--- src/rtl/axi_lite_mem_arbiter.sv ---
// Two-requester AXI4-Lite arbiter in front of a single memory port.
// Read and write paths arbitrate independently (round-robin, no preemption, one outstanding each).
module axi_lite_mem_arbiter #(
  parameter int ADDR_WIDTH = 32
) (
  input  logic                  clk,
  input  logic                  resetn,

  input  logic [ADDR_WIDTH-1:0] m0_araddr,
  input  logic                  m0_arvalid,
  output logic                  m0_arready,
  output logic [31:0]           m0_rdata,
  output logic [1:0]            m0_rresp,
  output logic                  m0_rvalid,
  input  logic                  m0_rready,
  input  logic [ADDR_WIDTH-1:0] m0_awaddr,
  input  logic                  m0_awvalid,
  output logic                  m0_awready,
  input  logic [31:0]           m0_wdata,
  input  logic [3:0]            m0_wstrb,
  input  logic                  m0_wvalid,
  output logic                  m0_wready,
  output logic [1:0]            m0_bresp,
  output logic                  m0_bvalid,
  input  logic                  m0_bready,

  input  logic [ADDR_WIDTH-1:0] m1_araddr,
  input  logic                  m1_arvalid,
  output logic                  m1_arready,
  output logic [31:0]           m1_rdata,
  output logic [1:0]            m1_rresp,
  output logic                  m1_rvalid,
  input  logic                  m1_rready,
  input  logic [ADDR_WIDTH-1:0] m1_awaddr,
  input  logic                  m1_awvalid,
  output logic                  m1_awready,
  input  logic [31:0]           m1_wdata,
  input  logic [3:0]            m1_wstrb,
  input  logic                  m1_wvalid,
  output logic                  m1_wready,
  output logic [1:0]            m1_bresp,
  output logic                  m1_bvalid,
  input  logic                  m1_bready,

  output logic [ADDR_WIDTH-1:0] s_araddr,
  output logic                  s_arvalid,
  input  logic                  s_arready,
  input  logic [31:0]           s_rdata,
  input  logic [1:0]            s_rresp,
  input  logic                  s_rvalid,
  output logic                  s_rready,
  output logic [ADDR_WIDTH-1:0] s_awaddr,
  output logic                  s_awvalid,
  input  logic                  s_awready,
  output logic [31:0]           s_wdata,
  output logic [3:0]            s_wstrb,
  output logic                  s_wvalid,
  input  logic                  s_wready,
  input  logic [1:0]            s_bresp,
  input  logic                  s_bvalid,
  output logic                  s_bready,

  output logic [1:0]            rd_owner_o,
  output logic [1:0]            wr_owner_o,
  output logic                  busy_o
);

  // state | meaning
  // IDLE  | no owner, arbitrate among valid requesters
  // GRANT | owner's channels muxed onto s_*, held until the R / B handshake
  typedef enum logic {IDLE, GRANT} state_e;

  state_e     rd_state_q;
  logic [1:0] rd_owner_q;
  logic       rd_last_q;
  logic       ar_done_q;
  logic [1:0] rd_req;
  logic       rd_win1_d;

  state_e     wr_state_q;
  logic [1:0] wr_owner_q;
  logic       wr_last_q;
  logic       aw_done_q;
  logic       w_done_q;
  logic [1:0] wr_req;
  logic       wr_win1_d;

  // On a tie, requester 1 wins only if requester 0 won last time.
  assign rd_req    = {m1_arvalid, m0_arvalid};
  assign rd_win1_d = rd_req[1] & (~rd_req[0] | ~rd_last_q);
  assign wr_req    = {m1_awvalid | m1_wvalid, m0_awvalid | m0_wvalid};
  assign wr_win1_d = wr_req[1] & (~wr_req[0] | ~wr_last_q);

  always_ff @(posedge clk) begin
    if (!resetn) begin
      rd_state_q <= IDLE;
      rd_owner_q <= 2'b00;
      rd_last_q  <= 1'b1;
      ar_done_q  <= 1'b0;
    end else begin
      case (rd_state_q)
        IDLE: begin
          if (|rd_req) begin
            rd_owner_q <= rd_win1_d ? 2'b10 : 2'b01;
            ar_done_q  <= 1'b0;
            rd_state_q <= GRANT;
          end
        end
        GRANT: begin
          if (s_arvalid && s_arready) ar_done_q <= 1'b1;
          if (s_rvalid && s_rready) begin
            rd_last_q  <= rd_owner_q[1];
            rd_owner_q <= 2'b00;
            ar_done_q  <= 1'b0;
            rd_state_q <= IDLE;
          end
        end
      endcase
    end
  end

  always_ff @(posedge clk) begin
    if (!resetn) begin
      wr_state_q <= IDLE;
      wr_owner_q <= 2'b00;
      wr_last_q  <= 1'b1;
      aw_done_q  <= 1'b0;
      w_done_q   <= 1'b0;
    end else begin
      case (wr_state_q)
        IDLE: begin
          if (|wr_req) begin
            wr_owner_q <= wr_win1_d ? 2'b10 : 2'b01;
            aw_done_q  <= 1'b0;
            w_done_q   <= 1'b0;
            wr_state_q <= GRANT;
          end
        end
        GRANT: begin
          if (s_awvalid && s_awready) aw_done_q <= 1'b1;
          if (s_wvalid && s_wready) w_done_q <= 1'b1;
          if (s_bvalid && s_bready) begin
            wr_last_q  <= wr_owner_q[1];
            wr_owner_q <= 2'b00;
            aw_done_q  <= 1'b0;
            w_done_q   <= 1'b0;
            wr_state_q <= IDLE;
          end
        end
      endcase
    end
  end

  // Address/valid of a channel already handshaken is masked so a requester
  // holding valid for its next access cannot open a second outstanding one.
  assign s_araddr   = rd_owner_q[1] ? m1_araddr : m0_araddr;
  assign s_arvalid  = ~ar_done_q & ((rd_owner_q[0] & m0_arvalid) | (rd_owner_q[1] & m1_arvalid));
  assign s_rready   = (rd_owner_q[0] & m0_rready) | (rd_owner_q[1] & m1_rready);
  assign m0_arready = rd_owner_q[0] & ~ar_done_q & s_arready;
  assign m1_arready = rd_owner_q[1] & ~ar_done_q & s_arready;
  assign m0_rvalid  = rd_owner_q[0] & s_rvalid;
  assign m1_rvalid  = rd_owner_q[1] & s_rvalid;
  assign m0_rdata   = s_rdata;
  assign m1_rdata   = s_rdata;
  assign m0_rresp   = s_rresp;
  assign m1_rresp   = s_rresp;

  assign s_awaddr   = wr_owner_q[1] ? m1_awaddr : m0_awaddr;
  assign s_awvalid  = ~aw_done_q & ((wr_owner_q[0] & m0_awvalid) | (wr_owner_q[1] & m1_awvalid));
  assign s_wdata    = wr_owner_q[1] ? m1_wdata : m0_wdata;
  assign s_wstrb    = wr_owner_q[1] ? m1_wstrb : m0_wstrb;
  assign s_wvalid   = ~w_done_q & ((wr_owner_q[0] & m0_wvalid) | (wr_owner_q[1] & m1_wvalid));
  assign s_bready   = (wr_owner_q[0] & m0_bready) | (wr_owner_q[1] & m1_bready);
  assign m0_awready = wr_owner_q[0] & ~aw_done_q & s_awready;
  assign m1_awready = wr_owner_q[1] & ~aw_done_q & s_awready;
  assign m0_wready  = wr_owner_q[0] & ~w_done_q & s_wready;
  assign m1_wready  = wr_owner_q[1] & ~w_done_q & s_wready;
  assign m0_bvalid  = wr_owner_q[0] & s_bvalid;
  assign m1_bvalid  = wr_owner_q[1] & s_bvalid;
  assign m0_bresp   = s_bresp;
  assign m1_bresp   = s_bresp;

  assign rd_owner_o = rd_owner_q;
  assign wr_owner_o = wr_owner_q;
  assign busy_o     = |{rd_owner_q, wr_owner_q};

endmodule

--- config.mk ---
export PLATFORM = sky130hd
export DESIGN_NAME = axi_lite_mem_arbiter
export DESIGN_NICKNAME = d
export VERILOG_FILES = /design/src/rtl/axi_lite_mem_arbiter.sv
export SDC_FILE = /design/constraint.sdc
export NUM_CORES = 1
export LEC_CHECK = 0
export CORE_AREA = 2 2 173 175
export DETAILED_ROUTE_END_ITERATION = 10
export DIE_AREA = 0 0 175 177
export PLACE_DENSITY_LB_ADDON = 0.12
export RECOVER_POWER = 50
export SLEW_MARGIN = 15
export SYNTH_ARGS = -nofsm -noshare
export SYNTH_HDL_FRONTEND = slang
export SYNTH_SLANG_ARGS = --single-unit
--- constraint.sdc ---
create_clock -name clk -period 1 [get_ports clk]
set_input_delay 0.1 -clock clk [delete_from_list [all_inputs] [get_ports clk]]
set_output_delay 0.1 -clock clk [all_outputs]
set_load 0.03 [all_outputs]
---- Yosys cells after proc, flatten, opt, wreduce, memory -nomap -nowiden ----
Index checks and enable logic that the tools add are counted.
cells by class
  $add $sub $neg .......................... 0
  multipliers ............................. 0
  div/mod/pow operators ................... 0
  order comparisons ....................... 0
  equal/unequal tests ..................... 7
  shift operators ......................... 0
  mux-type cells .......................... 29
  bitwise gates (word level) .............. 49
  reduce and logical (&&, ||, !) cells .... 15
operators with widths
  kind                                           count
  two-way mux 32 bit                             3
  bitwise AND 1 bit                              31
  AND reduction 2 bit                            7
  two-way mux 1 bit                              12
  two-way mux 2 bit                              6
  one-hot mux 1 bit (2 select lines)             5
  != test 3 x 1 -> 1 bit, second input constant  3
  inverter 1 bit                                 9
  bitwise OR 1 bit                               9
  one-hot mux 2 bit (2 select lines)             2
  logical AND 1 bit                              5
  two-way mux 4 bit                              1
  != test 2 x 1 -> 1 bit, second input constant  2
  != test 2 bit, second input constant           2
  OR reduction 2 bit                             2
  OR reduction 4 bit                             1
storage, ports and cells
  register bits after elaboration ......... 11
  latch bits .............................. 0
  RAM bits ................................ 0
  bits in read-only memories .............. 0
  bits of input ports ..................... 253
  output and inout bits ................... 192
  word-level logic and storage cells ...... 109
  memories kept ........................... 0

---- Longest topological paths before layout ----
  depth in word-level cells ............... 7
  mapped depth ............................ 5

---- Worst setup path after synthesis ----
OpenSTA, ideal clock, no wires.
  kind .................................... register -> output
  start ................................... reg wr_owner_q[1], in the netlist wr_owner_o[1]
  end ..................................... out m1_awready
  arrival ................................. 1.574 ns
  data required time ...................... 0.900 ns
  setup slack ............................. -0.674 ns
  cell stages (with the launch flop) ...... 4
  cell sequence ........................... dfxtp_1 > buf_2 > inv_1 > nor3b_1
on the way
  longest elaborated chain between the ends .. 2
ends and longest elaborated chain
  element                         RTL line  RTL
  from (decl)                     81        logic [1:0] wr_owner_q;
  from (signal assigned)          133       wr_owner_q <= wr_win1_d ? 2'b10 : 2'b01;
  bitwise AND 1 bit (2 in a row)  175       assign m1_awready = wr_owner_q[1] & ~aw_done_q & s_awready;
  to (decl)                       36        output logic m1_awready,
Every way passes these cells.

---- Final worst setup path ----
  start ................................... reg wr_owner_q[1], in the netlist wr_owner_o[1]
  end ..................................... out busy_o
on the way
  longest elaborated chain between the ends .. 1
ends and longest elaborated chain
  element             RTL line  RTL
  OR reduction 4 bit  185       assign busy_o = |{rd_owner_q, wr_owner_q};
  to (decl)           65        output logic busy_o
Every way passes these cells.

==> reports/metrics.cfg <==
[power]
total_power_w=0.00507
irDropWorstVdd_mv=0.400
p_leak_nw=3.04
powerDensity_nw_per_um2=694

[layout]
synthToLayoutAreaGrowth_pct=207
stdcell_area_um2=7310
drive_above_1_share_pct=56.8
final_common_cell=clkdlybuf4s50_1
mostFrequentLayoutCells=215 x clkdlybuf4s50_1, 123 x buf_6, 98 x mux2_4
antenna_cells=0
final_net_count=833
n_fill_cell=3110
final_util_pct=25.0

[cts]
cts_root_buffer=clkbuf_16
clockBufferDepth=2
cts_made_buffers=3
clock_latency_ns=0.24
cts_tree=built
clkTransAtPathRegs_ns=0.05
htree_levels=1
cts_sinks=11

[logic_synthesis]
synth_top_area_cell=mux2_2
yosysWarnings=0
netlist_area_um2=2380
ys_ff_latch=11
synth_fp_nets=511
synth_cells=258
ys_seq_area_share_pct=9.23
syn_area_per_cell_um2=9.24
ys_types=31
synth_area_leaders=mux2_2 47%, buf_4 24%, dfxtp_1 9.2%
synth_top_area_share_pct=47.2

[worst_setup_path]
crit_start=wr_owner_o[1]
cp_data_arrival_time_ns=1.50
ff2ff_path_depth=7
path_class=reg -> out
rr_startpoint=rd_owner_o[1]
reg2reg_to=rd_owner_o[1]
worstPathRequired_ns=0.90
cp_max_fo=4
cp-end-kind=primary output
start_kind=flop
reg2reg_setup_slack_ns=-0.31

[timing]
period_needed_ns=1.60
relSlewSlack_pct=77.1
max_freq_mhz=626
rsz0062_at_grt=yes
final.setup_skew_ns=0.000559
hold_viol_final=0
tightest_slew_ns=0.342
timing.final.crit_share_pct=160
maxSlewViolCount=0
layout_setup_ws_ns=-0.598
setup_violations=131

[status]
status=finished with violations
violations=setup timing

[hold_path]
hold_path_depth=0
min_path_type=in -> out
min_to=m1_rdata[10]
min_from=s_rdata[10]

[grt]
grt_max_degree=12
grt_first_pass_wirelength_mm=19.3
overflow=0
grt_usage_pct=8.04
antenna_found_initial=0
grt_pass1_vias=3395

[placed_design]
hpwlAfterDp_mm=11.6
io_buffers=336
place.gp.congestion=0.770
place_area_um2=6100

[floorplanning]
initial_core_util_pct=8.15
die-area_um2=31000
ios=445
rows=63
core_region_area_um2=29200
die_x_um=175
fp.dieH_um=177

[route]
drtIter0Drc=47
vias=3121
viasPerCell=3.22
postRouteAntennaNets=0
first_pass_iters=4
drcViolationCount=0
wirelength_mm=14.3
routedWlPerCell_um=14.7

[flow_run]
cap_violations=0

==> worst max path at each step <==
stage | endpoint | slack, ns | cells after the start
after floorplan | busy_o | -0.18 | 2
after global placement | s_araddr[17] | -0.61 | 3
after detailed placement | s_araddr[20] | -0.62 | 3
after CTS | busy_o | -0.61 | 4
after global routing | busy_o | -0.62 | 4
final | busy_o | -0.60 | 4
==> registers in the layout (all words and copies together), names as in the netlist <==
name,flops
rd_owner_o,2
wr_state_q,1
aw_done_q,1
wr_owner_o,2
ar_done_q,1
rd_last_q,1
w_done_q,1
rd_state_q,1
wr_last_q,1
==> stage by stage <==
step / setup TNS, ns / hold WS, ns / setup WS, ns / cells
after global routing: -63.41 / 0.200 / -0.624 / 969
final: -58.33 / 0.200 / -0.598 / 969
after global placement: -61.52 / 0.200 / -0.613 / 926
after detailed placement: -61.12 / 0.200 / -0.621 / 926
after floorplan: -17.91 / 0.191 / -0.184 / 258
after CTS: -59.62 / 0.200 / -0.606 / 957
==> per-layer routing <==
layer	wire length (um)	global-route usage, %
met4	65	0.833
met5	0	0
met1	5240	8.77
met2	7810	15.5
met3	1150	2.60
==> timing repair <==
| item | CTS | global route |
|---|---|---|
| setup buffers | 22 | 16 |
| hold buffers | 0 | 0 |
| endpoints found under the setup margin | 130 | 130 |
| pin swaps | 11 | 10 |
| cloned | 6 | 5 |
| gates resized for setup | 372 | 80 |
==> Yosys cell counts <==
cell type / number
a211oi_1: 1
buf_2: 6
nand2_1: 2
o31ai_1: 1
o21ba_2: 1
o21a_1: 1
inv_2: 1
and3b_1: 2
inv_1: 7
a311oi_1: 1
o311ai_0: 2
nor2_1: 6
nor2b_1: 2
nor3b_1: 3
buf_4: 77
and2_1: 4
a22o_1: 2
buf_6: 2
o21ai_0: 5
a21oi_1: 5
nor4_4: 1
mux2_2: 100
dfxtp_1: 11
a22oi_4: 1
or4_1: 1
o221ai_1: 4
a22oi_1: 2
nor3_1: 3
a21boi_0: 2
o211ai_1: 1
and3_1: 1
==> worst max-delay path, stage by stage (launching register included) <==
cell and delay (ns):
dfxtp_4 0.38, clkbuf_16 0.18, buf_6 0.12, or4_4 0.42, buf_8 0.16
==> logic make-up (layout without fill, tap and decap cells) <==
group | count (synthesis) | in the layout | share of synthesized area [%]
compound gates | 29 | 29 | 9.23
flops | 11 | 11 | 9.23
mux | 100 | 100 | 47.2
simple gates | 25 | 25 | 6.61
buf+inv | 93 | 414 | 27.7
==> power by group <==
group	leakage (nW)	switching (W)	total (W)	internal (W)
Sequential	0.0945	0.0000313	0.000493	0.000462
Clock	0.0382	0.000231	0.000770	0.000539
Combinational	2.90	0.00153	0.00381	0.00228
==> cell type report <==
cell class | instances | area, um2 | share of cell area (%)
Sequential cell | 11 | 239 | 3.27
Inverter | 8 | 40.0 | 0.548
Tap cell | 390 | 488 | 6.67
Timing Repair Buffer | 402 | 4440 | 60.7
Multi-Input combinational cell | 154 | 2030 | 27.8
Clock buffer | 4 | 78.8 | 1.08
Power figures use the tool's default switching activity.
